### config.mk
export PLATFORM = sky130hd
export DESIGN_NAME = des_mode_ctrl_flat
export DESIGN_NICKNAME = d
export VERILOG_FILES = /design/src/rtl/des_mode_ctrl_pkg.sv /design/src/rtl/des_mode_ctrl_if.sv /design/src/rtl/des_mode_ctrl.sv /design/src/flat_wrapper.sv
export SDC_FILE = /design/constraint.sdc
export NUM_CORES = 1
export LEC_CHECK = 0
export BUFFER_PORTS_ARGS = -buffer_cell sky130_fd_sc_hd__buf_2
export CAP_MARGIN = 20
export CORE_AREA = 2 2 179 181
export DETAILED_ROUTE_END_ITERATION = 16
export DIE_AREA = 0 0 181 183
export PLACE_DENSITY = 0.5
export SETUP_SLACK_MARGIN = 0.3
export SLEW_MARGIN = 15
export SYNTH_ARGS = -nofsm -noshare
export SYNTH_HDL_FRONTEND = slang
export SYNTH_SLANG_ARGS = --single-unit
### constraint.sdc
create_clock -name i_Clk -period 1.6 [get_ports i_Clk]
set_input_delay 0.32 -clock i_Clk [delete_from_list [all_inputs] [get_ports i_Clk]]
set_output_delay 0.32 -clock i_Clk [all_outputs]
set_load 0.01 [all_outputs]
### src/rtl/des_mode_ctrl_pkg.sv
// des_ctrl_pkg: shared types and constants for the DES mode controller.
// Holds the controller state enum, mode encodings and block width.
package des_ctrl_pkg;

    localparam int DES_BLK_W = 64;

    localparam logic MODE_ECB = 1'b0;
    localparam logic MODE_CBC = 1'b1;

    typedef enum logic [1:0] {
        IDLE,
        START,
        WAIT,
        OUT
    } state_t;

endpackage

### src/rtl/des_mode_ctrl_if.sv
// des_mode_ctrl_if: input/output block valid-ready handshakes.
// slave is the controller side, master is the producer/consumer side.
interface des_mode_ctrl_if;
    import des_ctrl_pkg::*;

    logic                 i_InValid;
    logic                 o_InReady;
    logic [DES_BLK_W-1:0] i_InData;
    logic                 o_OutValid;
    logic                 i_OutReady;
    logic [DES_BLK_W-1:0] o_OutData;

    modport slave (
        input  i_InValid,
        input  i_InData,
        input  i_OutReady,
        output o_InReady,
        output o_OutValid,
        output o_OutData
    );

    modport master (
        output i_InValid,
        output i_InData,
        output i_OutReady,
        input  o_InReady,
        input  o_OutValid,
        input  o_OutData
    );

endinterface

### src/rtl/des_mode_ctrl.sv
// des_mode_ctrl: ECB/CBC block sequencer driving an external DES core.
// Define DES_MODE_CTRL_CBC_EN for CBC chaining; undefined builds ECB only.
module des_mode_ctrl
    import des_ctrl_pkg::*;
(
    input  logic                 i_Clk,
    input  logic                 i_Reset,
    des_mode_ctrl_if.slave       bus,
    input  logic                 i_MsgStart,
    input  logic [DES_BLK_W-1:0] i_Key,
    input  logic                 i_Dec,
    input  logic                 i_Mode,
    input  logic [DES_BLK_W-1:0] i_IV,
    output logic                 o_Busy,
    output logic                 o_DesStart,
    output logic                 o_DesDec,
    output logic [DES_BLK_W-1:0] o_DesData,
    output logic [DES_BLK_W-1:0] o_DesKey,
    input  logic [DES_BLK_W-1:0] i_DesData,
    input  logic                 i_DesDone
);

    state_t               state_q;
    state_t               state_d;
    logic [DES_BLK_W-1:0] key_q;
    logic                 dec_q;
    logic [DES_BLK_W-1:0] des_data_q;
    logic [DES_BLK_W-1:0] out_data_q;
    logic [DES_BLK_W-1:0] des_in;
    logic                 eff_dec;
    logic                 in_ready;
    logic                 out_valid;
    logic                 busy;
    logic                 des_start;
    logic                 idle;
    logic                 accept;
    logic                 msg_ok;
    logic                 capture;

    assign idle    = (state_q == IDLE);
    assign accept  = idle && bus.i_InValid;
    assign msg_ok  = idle && i_MsgStart;
    assign capture = (state_q == WAIT) && i_DesDone;
    assign eff_dec = msg_ok ? i_Dec : dec_q;

`ifdef DES_MODE_CTRL_CBC_EN
    logic                 mode_q;
    logic [DES_BLK_W-1:0] chain_q;
    logic [DES_BLK_W-1:0] blk_q;
    logic                 eff_mode;
    logic [DES_BLK_W-1:0] eff_chain;

    // A message start alongside a block must already steer that block.
    always_comb begin
        eff_mode  = msg_ok ? i_Mode : mode_q;
        eff_chain = msg_ok ? i_IV : chain_q;
        des_in    = bus.i_InData;
        if (eff_mode == MODE_CBC && !eff_dec)
            des_in = bus.i_InData ^ eff_chain;
    end
`else
    logic unused_cfg;
    assign unused_cfg = ^{i_Mode, i_IV};
    assign des_in     = bus.i_InData;
`endif

    // Next-state and handshake/core strobes.
    always_comb begin
        state_d   = state_q;
        in_ready  = 1'b0;
        out_valid = 1'b0;
        busy      = 1'b1;
        des_start = 1'b0;
        unique case (state_q)
            IDLE: begin
                in_ready = 1'b1;
                busy     = 1'b0;
                if (bus.i_InValid)
                    state_d = START;
            end
            START: begin
                des_start = 1'b1;
                state_d   = WAIT;
            end
            WAIT: begin
                if (i_DesDone)
                    state_d = OUT;
            end
            OUT: begin
                out_valid = 1'b1;
                if (bus.i_OutReady)
                    state_d = IDLE;
            end
            default: state_d = IDLE;
        endcase
    end

    // State, message parameters, core operand and result registers.
    always_ff @(posedge i_Clk or negedge i_Reset) begin
        if (!i_Reset) begin
            state_q    <= IDLE;
            key_q      <= '0;
            dec_q      <= 1'b0;
            des_data_q <= '0;
            out_data_q <= '0;
`ifdef DES_MODE_CTRL_CBC_EN
            mode_q     <= MODE_ECB;
            chain_q    <= '0;
            blk_q      <= '0;
`endif
        end else begin
            state_q <= state_d;
            if (msg_ok) begin
                key_q   <= i_Key;
                dec_q   <= i_Dec;
`ifdef DES_MODE_CTRL_CBC_EN
                mode_q  <= i_Mode;
                chain_q <= i_IV;
`endif
            end
            if (accept) begin
                des_data_q <= des_in;
`ifdef DES_MODE_CTRL_CBC_EN
                blk_q      <= bus.i_InData;
`endif
            end
            if (capture) begin
`ifdef DES_MODE_CTRL_CBC_EN
                if (mode_q == MODE_CBC && dec_q) begin
                    out_data_q <= i_DesData ^ chain_q;
                    chain_q    <= blk_q;
                end else begin
                    out_data_q <= i_DesData;
                    if (mode_q == MODE_CBC)
                        chain_q <= i_DesData;
                end
`else
                out_data_q <= i_DesData;
`endif
            end
        end
    end

    assign bus.o_InReady  = in_ready;
    assign bus.o_OutValid = out_valid;
    assign bus.o_OutData  = out_data_q;
    assign o_Busy         = busy;
    assign o_DesStart     = des_start;
    assign o_DesDec       = dec_q;
    assign o_DesData      = des_data_q;
    assign o_DesKey       = key_q;

endmodule

### src/flat_wrapper.sv
// flat-port wrapper written by rule: the top's interface ports become plain ports
module des_mode_ctrl_flat import des_ctrl_pkg::*;
  (i_Clk, i_Reset, i_MsgStart, i_Key, i_Dec, i_Mode, i_IV, o_Busy, o_DesStart, o_DesDec, o_DesData, o_DesKey, i_DesData, i_DesDone, bus_i_InValid, bus_i_InData, bus_i_OutReady, bus_o_InReady, bus_o_OutValid, bus_o_OutData);
  des_mode_ctrl_if bus_i ();
  input  logic i_Clk;
  input  logic i_Reset;
  input  logic i_MsgStart;
  input  logic [DES_BLK_W-1:0] i_Key;
  input  logic i_Dec;
  input  logic i_Mode;
  input  logic [DES_BLK_W-1:0] i_IV;
  output logic o_Busy;
  output logic o_DesStart;
  output logic o_DesDec;
  output logic [DES_BLK_W-1:0] o_DesData;
  output logic [DES_BLK_W-1:0] o_DesKey;
  input  logic [DES_BLK_W-1:0] i_DesData;
  input  logic i_DesDone;
  input wire logic [$bits(bus_i.i_InValid)-1:0] bus_i_InValid;
  input wire logic [$bits(bus_i.i_InData)-1:0] bus_i_InData;
  input wire logic [$bits(bus_i.i_OutReady)-1:0] bus_i_OutReady;
  output wire logic [$bits(bus_i.o_InReady)-1:0] bus_o_InReady;
  output wire logic [$bits(bus_i.o_OutValid)-1:0] bus_o_OutValid;
  output wire logic [$bits(bus_i.o_OutData)-1:0] bus_o_OutData;
  assign bus_i.i_InValid = bus_i_InValid;
  assign bus_i.i_InData = bus_i_InData;
  assign bus_i.i_OutReady = bus_i_OutReady;
  assign bus_o_InReady = bus_i.o_InReady;
  assign bus_o_OutValid = bus_i.o_OutValid;
  assign bus_o_OutData = bus_i.o_OutData;
  des_mode_ctrl u_core (.i_Clk(i_Clk), .i_Reset(i_Reset), .bus(bus_i), .i_MsgStart(i_MsgStart), .i_Key(i_Key), .i_Dec(i_Dec), .i_Mode(i_Mode), .i_IV(i_IV), .o_Busy(o_Busy), .o_DesStart(o_DesStart), .o_DesDec(o_DesDec), .o_DesData(o_DesData), .o_DesKey(o_DesKey), .i_DesData(i_DesData), .i_DesDone(i_DesDone));
endmodule
==> impl_metrics.csv, run 1 <==
group,metric,value,unit
yosys,syn_area,7310,sq um
run,cap_violations,0,
timing,worst_slew_pin_slew,0.414,ns
routing,avgRoutedWirePerCell,16.8,um
clocking,htree_num_levels,4,
routing,drt_pass1_iterations,4,
critical_path,cp_slowest_stage_delay,0.43,ns
clocking,clock_sinks,195,
power_and_ir_drop,sw_frac_of_total,32.1,%
power_and_ir_drop,power.leakage,6.24,nW
die,pin_count,461,
clocking,clk_latency,0.44,ns
clocking,buffer_levels_on_the_longest_clock_path,2,
outcome,failed_checks,"negative setup slack",
layout,finalNetCount,1193,
timing,grt_setup_unrepaired,"yes",
yosys,ys_seq_elements,195,
die,placement_rows,65,
power_and_ir_drop,seqPwrFrac,34.6,%
routing,ant_nets,0,
clocking,tritoncts.num_buffers,17,
yosys,synth-warning-count,0,
routing,detail_route.vias_per_cell,4.04,
layout,layout-drive-gt1-share,78.1,%
clocking,clkTransAtPathRegs,0.08,ns
placement,gp_congestion,0.756,
routing,drcViolationCount,0,
critical_path,timing.critical_path.from_type,"flip-flop",
global_routing,track_usage,13.4,%
yosys,synth_seq_area_share,66.7,%
die,fp.dieArea,33100,sq um
power_and_ir_drop,power-per-cell-area,2090,nW/um^2
layout,layout.cells.most_common_list,"buf_2 (316), dfrtp_1 (194), mux2_2 (134), buf_6 (90)",
timing,timing.max_slew.rel_slack,72.4,%
global_routing,globalRouteOverflowTotal,0,
critical_path,crit_buf_inv,4,
timing,timing.final.crit_period,1.66,ns
global_routing,first_global_vias,5679,
timing,post-route-period-util,104,%
yosys,yosys.cell_types.count,12,
timing,report.final.setup_viol,86,
routing,drtIter0Drc,86,
clocking,cts_root_buffer,"clkbuf_16",
die,design.core.area,31200,sq um
outcome,status,"finished, violations left",
timing,setup-tns-final,-3.80,ns
yosys,synthCells,425,
layout,design_area,12300,sq um
critical_path,worst_path_dominant_cell_family,"buffers and inverters",
die,start_util,23.4,%
layout,antennaDiodeCount,0,
yosys,synth_nets,694,
yosys,mean_syn_cell_area,17.2,sq um
critical_path,critical_path_required,1.92,ns
power_and_ir_drop,worst_ir_drop_vdd,0.820,mV
timing,timing_hold_violations_final,0,
routing,detailroute.via_count,5415,
power_and_ir_drop,switchingPower,8.24,mW
min_path,worstHoldPathType,"in2reg",
clocking,cts_tree,"yes",
layout,post_synthesis_to_final_layout_area_growth,68.4,%
critical_path,critical_path.most_common_cell,"buf_6",
power_and_ir_drop,internal-power,17.5,mW
critical_path,critical_path.cell_chain,"buf_6 -> ha_4 -> buf_4 -> nand2_8 -> buf_6 -> buf_12 -> mux2_4",
routing,finalWirelength,22.5,mm
critical_path,worst-endpoint-arrival,1.98,ns
timing,final.setup.worst_slack,-0.0647,ns
global_routing,grt_pass1_wl,33.3,mm
power_and_ir_drop,share_clk_of_total_power,16.3,%
global_routing,grt_max_degree,37,
critical_path,criticalPathCategory,"reg2reg",
layout,fillerInstances,3047,
critical_path,sort_of_element_at_the_end_of_the_critical_path,"flip-flop",
critical_path,critical_path.slowest_cell,"dfrtp_2",
timing,finalClockSkew,0.0100,ns
layout,most_common_library_cell_in_the_layout_ignoring_fill_and_taps,"buf_2",
placement,place_hpwl,15.7,mm
timing,maxClockFrequency,601,MHz
placement,detailed_place.area,10000,sq um
die,chipHeight,183,um
global_routing,antenna_violations_before_repair,0,
placement,number_of_buffers_inserted_by_port_buffering,395,
critical_path,critical_path_peak_fanout,8,
timing,timing_max_transition_violations_final,0,
die,die_x,181,um
power_and_ir_drop,combPwrFrac,49.1,%
## kinds of logic (layout without fill, tap and decap cells)
kind of cell             after synthesis  count (layout)  share of synthesized area, %
buffers and inverters                 25             537                          2.04
AND/OR/NAND/NOR                        4               4                         0.240
flip-flops                           195             195                          66.7
AO/OA/AOI/OAI                          1               1                         0.137
adder cells (fa/ha/maj)                5               5                         0.855
multiplexers                         195             195                          30.0
## worst register-to-register path, stage by stage, from the launching register on
cell and delay [ns]:
dfrtp_2 0.43, buf_6 0.13, ha_4 0.15, buf_4 0.15
nand2_8 0.12, buf_6 0.12, buf_12 0.14, mux2_4 0.31
## flip-flops by register name, indices dropped and copies added (netlist names)
name,count
u_core.o_DesDec,1
u_core.o_DesKey,64
u_core.bus.o_OutData,64
u_core.state_q,2
u_core.o_DesData,64
## what timing repair did
action                                  4_1_cts  5_1_grt
hold buffers                                  1        0
hold endpoints to repair                     27        0
gates resized for setup                     163       31
setup buffers                                27       36
pin swaps                                     3        4
endpoints found under the setup margin      391      392
cloned                                       10        2
## final timing paths
check / startpoint / endpoint / slack [ns] / depth (start not counted)
min: i_Key[0] / u_core.o_DesKey[0] / 0.1 / 2
min in group asynchronous: i_Reset / u_core.bus.o_OutData[45] / 0.38 / 2
max in group asynchronous: i_Reset / u_core.state_q[1] / 0.68 / 3
min reg2reg: u_core.o_DesKey[47] / u_core.o_DesKey[47] / 0.50 / 1
max reg2reg: u_core.state_q[1] / u_core.bus.o_OutData[17] / -0.06 / 7
max: u_core.state_q[1] / u_core.bus.o_OutData[17] / -0.06 / 7
## layout make-up
class | count | area, sq um | share of cell area, %
Clock inverter | 12 | 114 | 0.925
Sequential cell | 195 | 4880 | 39.6
Clock buffer | 20 | 447 | 3.63
Timing Repair Buffer | 499 | 3770 | 30.6
Multi-Input combinational cell | 205 | 2580 | 20.9
Inverter | 6 | 22.5 | 0.183
Tap cell | 402 | 503 | 4.08
## power by group through the flow
stage               Clock [mW]  Combinational (mW)  Sequential [mW]
floorplan                    0                3.64             9.94
global placement             0                8.94             8.60
detailed placement           0                9.02             8.70
CTS                       4.36                11.6             8.81
global route              4.56                13.4             9.18
finish                    4.18                12.6             8.89
## per-stage QoR
stage               utilization [%]  total power [mW]  instances  setup WS, ns  hold slack, ns
floorplan                         -              13.6        425        0.0866          0.0244
global route                   39.4              27.2       1339        -0.126          0.0604
CTS                            37.8              24.8       1301       -0.0818          0.0573
finish                         39.4              25.7       1339       -0.0647          0.0998
detailed placement             32.2              17.7       1231       -0.0380           0.289
global placement               32.2              17.5       1231      -0.00936           0.285
## per-layer routing
layer,wire (um),part of all wire [%],vias to the layer above,GRT usage [%]
met5,0,0,-,0
met4,348,1.5,0,4.98
met3,1640,7.3,17,4.59
met2,11700,52,208,23.6
met1,8810,39,2696,14.9
li1,-,-,2494,-
## cells in the mapped netlist, drive strengths merged
cell type | n | share of area [%]
dfrtp | 195 | 67
mux2 | 194 | 30
buf | 19 | 1.7
inv | 6 | 0.31
ha | 5 | 0.86
nand2 | 3 | 0.19
a222oi | 1 | 0.14
mux2i | 1 | 0.14
nor2 | 1 | 0.051
(Power assumes the default switching activity.)
==> run 2, diff against run 1 <==
- SKIP_CTS_REPAIR_TIMING: default -> 1
==> run 2 against run 1 <==
  * The flow still finishes with violations (negative setup slack)
  * Worst setup slack better by 0.023 ns
  * Register-to-register slack better by 0.02 ns
  * Sequential power hardly changed
  * Maximum frequency is 1.4% higher
  * Critical path depth stayed put
  * Count of clock-buffer cells in the layout stayed put
  * Combinational power hardly changed
  * Routed wire length is 2.0% higher
  * Via count is 0.81% lower
  * Global-route usage is 1.1 points lower
  * First-iteration DRC count is 31% higher
  * Clock skew is 0.00079 ns higher
  * Critical path type unchanged
  * Largest cell class unchanged
  * Highest routed layer unchanged
==> impl_metrics.csv, run 2 (same netlist as run 1, synthesis figures left out) <==
group,metric,value,unit
timing,worst_slew_pin_slew,0.384,ns
global_routing,grt_max_degree,37,
global_routing,grt_pass1_wl,30.7,mm
critical_path,criticalPathCategory,"reg2reg",
timing,finalClockSkew,0.0108,ns
critical_path,crit_buf_inv,4,
critical_path,critical_path_peak_fanout,5,
routing,drtIter0Drc,113,
routing,drcViolationCount,0,
routing,ant_nets,0,
routing,finalWirelength,22.9,mm
outcome,status,"finished, violations left",
placement,place_hpwl,15.7,mm
timing,report.final.setup_viol,63,
critical_path,sort_of_element_at_the_end_of_the_critical_path,"flip-flop",
min_path,whs_endpoint,"u_core.bus.o_OutData[53]",
clocking,htree_num_levels,4,
min_path,hold_path_cell_cnt,2,
critical_path,r2r_slack,-0.04,ns
die,pin_count,461,
global_routing,antenna_violations_before_repair,0,
routing,avgRoutedWirePerCell,17.3,um
clocking,tritoncts.num_buffers,17,
timing,timing_hold_violations_final,0,
timing,grt_setup_unrepaired,"yes",
power_and_ir_drop,total_power,25.4,mW
timing,timing.max_slew.rel_slack,74.4,%
power_and_ir_drop,share_clk_of_total_power,16.4,%
die,die_x,181,um
routing,detail_route.vias_per_cell,4.04,
clocking,clk_latency,0.45,ns
layout,post_synthesis_to_final_layout_area_growth,66.8,%
power_and_ir_drop,power-per-cell-area,2080,nW/um^2
power_and_ir_drop,worst_ir_drop_vdd,0.742,mV
critical_path,timing.rr.end,"u_core.o_DesData[24]",
layout,stdcell_count,1328,
critical_path,critical_path_required,1.92,ns
critical_path,critical_path.most_common_cell,"buf_4",
critical_path,regToRegStartpoint,"u_core.state_q[1]",
die,chipHeight,183,um
timing,maxClockFrequency,609,MHz
min_path,worstHoldStart,"i_DesData[53]",
global_routing,first_global_vias,5372,
clocking,buffer_levels_on_the_longest_clock_path,2,
die,placement_rows,65,
placement,gp_congestion,0.756,
clocking,cts_root_buffer,"clkbuf_16",
timing,timing.final.crit_period,1.64,ns
timing,worst_hold_slack,0.100,ns
critical_path,worst-endpoint-arrival,1.96,ns
die,design.core.area,31200,sq um
critical_path,cp_slowest_stage_delay,0.40,ns
power_and_ir_drop,switchingPower,8.25,mW
critical_path,critical_path.slowest_cell,"dfrtp_2",
power_and_ir_drop,seqPwrFrac,34.9,%
power_and_ir_drop,internal-power,17.2,mW
clocking,clkTransAtPathRegs,0.08,ns
placement,pre_cts_ws,-0.0380,ns
power_and_ir_drop,sw_frac_of_total,32.5,%
placement,placed_cells,1231,
layout,layout-drive-gt1-share,77.9,%
clocking,clock_sinks,195,
clocking,cts_tree,"yes",
timing,final.setup.worst_slack,-0.0413,ns
critical_path,timing.critical_path.from_type,"flip-flop",
routing,drt_pass1_iterations,4,
power_and_ir_drop,power.leakage,6.19,nW
outcome,failed_checks,"negative setup slack",
global_routing,globalRouteOverflowTotal,0,
layout,most_common_library_cell_in_the_layout_ignoring_fill_and_taps,"buf_2",
placement,number_of_buffers_inserted_by_port_buffering,395,
layout,antennaDiodeCount,0,
critical_path,worst-r2r-cell-count,7,
min_path,worstHoldPathType,"in2reg",
critical_path,critical_path.cell_chain,"inv_2 -> ha_4 -> buf_4 -> nand2_8 -> clkbuf_16 -> buf_4 -> mux2_2",
die,fp.dieArea,33100,sq um
power_and_ir_drop,combPwrFrac,48.6,%
critical_path,worst_path_dominant_cell_family,"buffers and inverters",
global_routing,track_usage,12.2,%
timing,timing_max_transition_violations_final,0,
layout,finalNetCount,1182,
timing,post-route-period-util,103,%
die,start_util,23.4,%
run,cap_violations,0,
layout,layout.cells.most_common_list,"buf_2 (321), dfrtp_1 (194), mux2_2 (130), buf_6 (73), mux2_4 (63)",
routing,detailroute.via_count,5371,
run 2: cell count changes in the layout (fill, tap and decap cells not counted), sizes merged:
cell / previous run / this run
nand2: 3 / 5
clkbuf: 23 / 34
buf: 495 / 471
run 2: final cells by class:
cell class,instances,area (sq um)
clock buffer,20,447
clock inverter,12,114
fill,3052,19000
inverter,6,22.5
multi-input combinational,207,2650
sequential,195,4880
tap,402,503
timing repair buffer,486,3590
run 2: worst max-delay path by stage:
stage / start / to / depth (start not counted)
after floorplan: u_core.state_q[0] / u_core.state_q[1] / 4
after global placement: u_core.state_q[1] / u_core.o_DesData[22] / 6
after detailed placement: u_core.state_q[1] / u_core.o_DesData[19] / 6
after CTS: u_core.state_q[1] / o_Busy / 4
after global routing: u_core.state_q[1] / u_core.state_q[1] / 4
final: u_core.state_q[1] / u_core.o_DesData[24] / 7
run 2: power groups by stage:
stage / registers, mW / clock network [mW] / logic [mW]
global route: 9.17 / 4.56 / 13.1
finish: 8.88 / 4.18 / 12.4
global placement: 8.60 / 0 / 8.94
floorplan: 9.94 / 0 / 3.64
detailed placement: 8.70 / 0 / 9.02
CTS: 8.63 / 4.36 / 9.02
run 2: per-stage QoR:
step | area, sq um | setup TNS [ns] | utilization (%)
3_3_place_gp | 10000 | -0.0947 | 32.2
2_1_floorplan | 7370 | 0 | -
6_report | 12200 | -1.24 | 39.1
5_1_grt | 12200 | -8.48 | 39.1
3_5_place_dp | 10000 | -1.17 | 32.2
4_1_cts | 10600 | -2.06 | 34.0
run 2: worst reg2reg max path: cells and delay by family, from the launching register on:
family        cells  cell delay (ns)
flops             1             0.40
mux               1             0.33
simple gates      1             0.08
buf+inv           4             0.54
fa+ha+maj         1             0.19
run 2: layer usage:
metal | wire length [um] | GRT usage (%)
met5 | 0 | 0
met4 | 359 | 4.94
met3 | 1610 | 4.35
met2 | 11700 | 21.7
met1 | 9300 | 13.3
